## config.mk

```make
export PLATFORM = sky130hd
export DESIGN_NAME = gray_sync_decoder
export DESIGN_NICKNAME = d
export VERILOG_FILES = /design/src/rtl/gray_sync_decoder.sv
export SDC_FILE = /design/constraint.sdc
export NUM_CORES = 1
export LEC_CHECK = 0
export ABC_AREA = 0
export BUFFER_PORTS_ARGS = -buffer_cell sky130_fd_sc_hd__buf_2
export CAP_MARGIN = 20
export CORE_ASPECT_RATIO = 1.4
export CORE_MARGIN = 5
export CORE_UTILIZATION = 52
export DETAILED_ROUTE_END_ITERATION = 8
export MAX_ROUTING_LAYER = met4
export PLACE_DENSITY_LB_ADDON = 0.25
export SYNTH_ARGS = -nofsm -noshare
export SYNTH_HDL_FRONTEND = slang
export SYNTH_SLANG_ARGS = --single-unit
```

## constraint.sdc

```tcl
create_clock -name aclk -period 3.85 [get_ports aclk]
set_clock_uncertainty 0.15 [all_clocks]
set_input_delay 0.385 -clock aclk [delete_from_list [all_inputs] [get_ports aclk]]
set_output_delay 0.385 -clock aclk [all_outputs]
set_load 0.1 [all_outputs]
```

## src/rtl/gray_sync_decoder.sv

```systemverilog
// Gray-code pointer synchronizer and decoder.
// Brings a Gray-coded count from a foreign clock domain into aclk through a
// flop chain. It then decodes the count to binary and reports how far the
// count moved since the last sample.
// Optional feature: define GRAY_SYNC_DECODER_ERR_CHECK_EN to enable the sticky
// multi-bit Gray transition detector; otherwise err_multi_bit is tied to 0.
module gray_sync_decoder #(
    parameter int DWIDTH      = 8,
    parameter int SYNC_STAGES = 2
) (
    input  logic              aclk,
    input  logic              areset,
    input  logic [DWIDTH-1:0] gray_in,
    output logic [DWIDTH-1:0] gray_out,
    output logic [DWIDTH-1:0] bin_out,
    output logic              bin_valid,
    output logic              advance,
    output logic [DWIDTH-1:0] delta,
    output logic              err_multi_bit
);

    localparam int FW = $clog2(SYNC_STAGES + 2);
    // The fill count reaches SYNC_STAGES one edge before the first real
    // sample lands in gray_out/bin_out.
    localparam logic [FW-1:0] FILL_LAST = FW'(SYNC_STAGES);
    localparam logic [FW-1:0] FILL_MAX  = FW'(SYNC_STAGES + 1);

    logic [DWIDTH-1:0] r_sync [SYNC_STAGES];
    logic [DWIDTH-1:0] r_gray;
    logic [DWIDTH-1:0] r_bin;
    logic [DWIDTH-1:0] r_delta;
    logic              r_advance;
    logic              r_valid;
    logic [FW-1:0]     r_fill;

    logic [DWIDTH-1:0] w_gray_last;
    logic [DWIDTH-1:0] w_bin_next;
    logic              w_changed;

    // Bit i of the binary value is the XOR of all Gray bits at i and above.
    function automatic logic [DWIDTH-1:0] gray2bin(input logic [DWIDTH-1:0] g);
        logic [DWIDTH-1:0] b;
        b = '0;
        for (int i = 0; i < DWIDTH; i++) begin
            b[i] = ^(g >> i);
        end
        return b;
    endfunction

    assign w_gray_last = r_sync[SYNC_STAGES-1];
    assign w_bin_next  = gray2bin(w_gray_last);
    assign w_changed   = (w_bin_next != r_bin);

    // Synchronizer chain. The first flop samples gray_in directly, with no logic in front of it.
    always_ff @(posedge aclk) begin
        if (areset) begin
            for (int i = 0; i < SYNC_STAGES; i++) begin
                r_sync[i] <= '0;
            end
        end else begin
            r_sync[0] <= gray_in;
            for (int i = 1; i < SYNC_STAGES; i++) begin
                r_sync[i] <= r_sync[i-1];
            end
        end
    end

    // Output register stage: decode, fill tracking, and step reporting.
    always_ff @(posedge aclk) begin
        if (areset) begin
            r_gray    <= '0;
            r_bin     <= '0;
            r_delta   <= '0;
            r_advance <= 1'b0;
            r_valid   <= 1'b0;
            r_fill    <= '0;
        end else begin
            r_gray <= w_gray_last;
            r_bin  <= w_bin_next;
            if (r_fill != FILL_MAX) begin
                r_fill <= r_fill + 1'b1;
            end
            if (r_fill == FILL_LAST) begin
                r_valid <= 1'b1;
            end
            // Steps are reported only once bin_valid was already high before
            // the edge. This keeps the reset-to-first-sample load silent.
            r_advance <= r_valid && w_changed;
            r_delta   <= (r_valid && w_changed) ? (w_bin_next - r_bin) : '0;
        end
    end

`ifdef GRAY_SYNC_DECODER_ERR_CHECK_EN
    logic [DWIDTH-1:0] w_gray_diff;
    logic              w_multi_bit;
    logic              r_err;

    // More than one bit set means clearing the lowest set bit leaves something behind.
    assign w_gray_diff = w_gray_last ^ r_gray;
    assign w_multi_bit = |(w_gray_diff & (w_gray_diff - 1'b1));

    // Sticky error flag for an illegal Gray transition.
    always_ff @(posedge aclk) begin
        if (areset) begin
            r_err <= 1'b0;
        end else if (r_valid && w_multi_bit) begin
            r_err <= 1'b1;
        end
    end

    assign err_multi_bit = r_err;
`else
    assign err_multi_bit = 1'b0;
`endif

    assign gray_out  = r_gray;
    assign bin_out   = r_bin;
    assign bin_valid = r_valid;
    assign advance   = r_advance;
    assign delta     = r_delta;

endmodule
```

==> metrics.txt <==
status finished clean; endpoints failing setup 0; total iterations of the first detailed-routing run 4; top-count cell post-synth dfxtp_1; DP Worst Slack 733 ps; nets 217; Yosys reg bits 43; Req. time, crit path 3930 ps; area of the multi-input gates 677 um2; maximum clock insertion buffer count 2; YS warnings 0; Layout area overhead 18.9%; filler instances 289; Worst Path Arrival 3210 ps; drt total wl 2750 um; Top FF cell, synth dfxtp_1; PortBufs 35; drt via density 4.90; R2R setup slack 720 ps; commonest cells in the netlist dfxtp_1, nor2b_1, inv_1; clk sinks 43; post-synth top area share 53.0%; CP Capture Type flop; worst hold path type input port to flop; DRC Markers 0; power density over cell area 638 mW/mm2; layout cells sized above 1 23.7%; Hold Path Origin gray_in[5]; Die H 76.1 um; Seq/Total Area, Yosys 53.0%; grt total ovfl 0; Max FO, Critical Path 4; Slowest-stage cell, CP or4_1; crit path launch type flop; post_cts resized 0; ranking of synthesized cells by area dfxtp_1, nor2b_1, ha_1, xnor2_1, inv_1; slowest cell delay on critical path 470 ps; cell chain of the critical path xnor2_2 > xnor2_2 > xnor2_2 > xor2_1 > inv_1 > ha_1 > nor2b_1 > o21ai_1 > a21oi_1 > or4_1 > a21oi_1; worst vdd ir 419 uV; type of the worst setup path flop to flop; CTS tree yes; achievable frequency 320 MHz; crit share post-route 81.2%; crit path time final 3130 ps; cts bufs inserted 5; Die X 57.2 um; Routability Congestion 0.745; vias 1161; Worst Setup SP r_sync[0][15]; reg2reg path depth 11; post-DP HPWL 2090 um; Slew HR 64.9%; quantity of hold-fixing buffers added after cts 0; Post-Syn Nets 181; Yosys top cell by area dfxtp_1; number of flops mapped to enable cells by yosys 0; asr flop ratio synth 0%; cell mode on critical path xnor2_2; FF-to-FF Start r_sync[0][15]; Die ar. 0.00436 mm2; worst slew pin tran 527 ps; Top-Level Pins 37; Final ANT Viol Nets 0; final worst setup slack 724 ps; drt initial violations 28; end of the worst register-to-register path delta[7]; worst-skew pair later-pin latency 290 ps; CTS Root Cell clkbuf_8; pin count of the biggest net entering global routing 34; total setup buffers inserted after CTS 0; Core ar. 0.00306 mm2; FF+latch area 861 um2; first-pass GRT wire length 4870 um; Setup crit end delta[7]; Leakage 0.000936 uW; Distinct cells, synth 28; Hold Vio Cnt, Final 0; syn_area_per_cell 10.1 um2; RSZ-0062 raised after global routing no; clock transition at the registers of the reported paths 80 ps; initial core utilization 53.0%; Post-Syn Area 0.00162 mm2; vias in the first global route 1170; GRT Total Usage 14.5%; setup TNS 0 ps; H-tree depth 2; max_cap viols 0; Post-Syn Instances 161; Routed WL per cell 11.6 um; max-slew violation count 0; Core Rows 24; initial antenna violation count 0; Antenna diodes 0
==> placed cells by master (no fill, tap or decap), types with 2 or more instances in the layout <==
master	synthesis	final
a21oi_1	5	5
and2_1	2	2
buf_2	0	35
clkbuf_8	0	5
dfxtp_1	43	43
ha_1	9	9
inv_1	15	15
nand2_1	5	5
nand3_1	2	2
nor2_1	14	14
nor2b_1	27	27
nor3_1	4	4
o21a_1	3	3
o21ai_0	2	2
xnor2_1	7	7
xnor2_2	3	3
xor2_1	3	3
==> critical path, delay by kind of cell, from the launching register on <==
family,cells,cell delay (ps)
buffers and inverters,1,100
DFF,1,350
xor gates and xnor gates,4,1080
AOI/OAI and AO/OA,3,480
and+or+nand+nor,2,600
adders and majority gates,1,300
==> cell type report <==
type                    instances  share of cell area (%)
clock buffers                   5                    3.56
flip-flops and latches         43                    44.6
inverters                      15                    2.92
well taps                      39                    2.53
multi-input cells              97                    35.1
repair buffers                 35                    9.07
clock inverters                 3                    2.27
==> stage by stage <==
| stage | total power [uW] | util [%] | hold slack [ps] | cell area, um2 | cells |
|---|---|---|---|---|---|
| after global routing | 1290 | 63.0 | 141 | 1930 | 237 |
| after detailed placement | 894 | 59.4 | 270 | 1820 | 229 |
| after global placement | 880 | 59.4 | 266 | 1820 | 229 |
| after floorplan | 831 | - | 264 | 1620 | 161 |
| final | 1230 | 63.0 | 143 | 1930 | 237 |
| after CTS | 1240 | 63.0 | 141 | 1930 | 237 |
==> flip-flops by register name (all words and copies together) (netlist names) <==
name,cells
bin_out,7
delta,8
r_sync,16
r_fill,2
advance,1
gray_out,8
bin_valid,1
==> how the worst min path moves through the flow <==
stage | to | slack (ps) | cells past startpoint
finish | r_sync[0][5] | 140 | 2
global route | r_sync[0][0] | 140 | 2
CTS | r_sync[0][5] | 140 | 2
detailed placement | r_sync[0][14] | 270 | 1
global placement | r_sync[0][11] | 270 | 1
floorplan | r_sync[0][10] | 260 | 1
==> power breakdown <==
part	switching, uW	internal, uW	leakage (uW)
clock	155	193	0.0000581
combinational	281	109	0.000524
sequential	16.7	478	0.000353
total	453	779	0.000936
==> routing by layer <==
| metal | wire length, um | GRT usage (%) | vias up | part of all wire, % |
|---|---|---|---|---|
| li1 | - | - | 577 | - |
| met1 | 1010 | 13.7 | 549 | 37 |
| met2 | 1530 | 25.7 | 30 | 56 |
| met3 | 171 | 5.08 | 5 | 6.2 |
| met4 | 38 | 6.50 | 0 | 1.4 |
| met5 | 0 | - | - | 0 |
==> cell families after synthesis <==
logic type | after synthesis | synth area share, %
AO/OA/AOI/OAI | 15 | 5.78
XOR/XNOR | 13 | 8.40
buffers and inverters | 21 | 5.32
AND/OR/NAND/NOR | 58 | 19.1
flip-flops | 43 | 53.0
other | 1 | 0.231
adder cells (fa/ha/maj) | 10 | 8.17
Power figures use the tool's default switching activity.
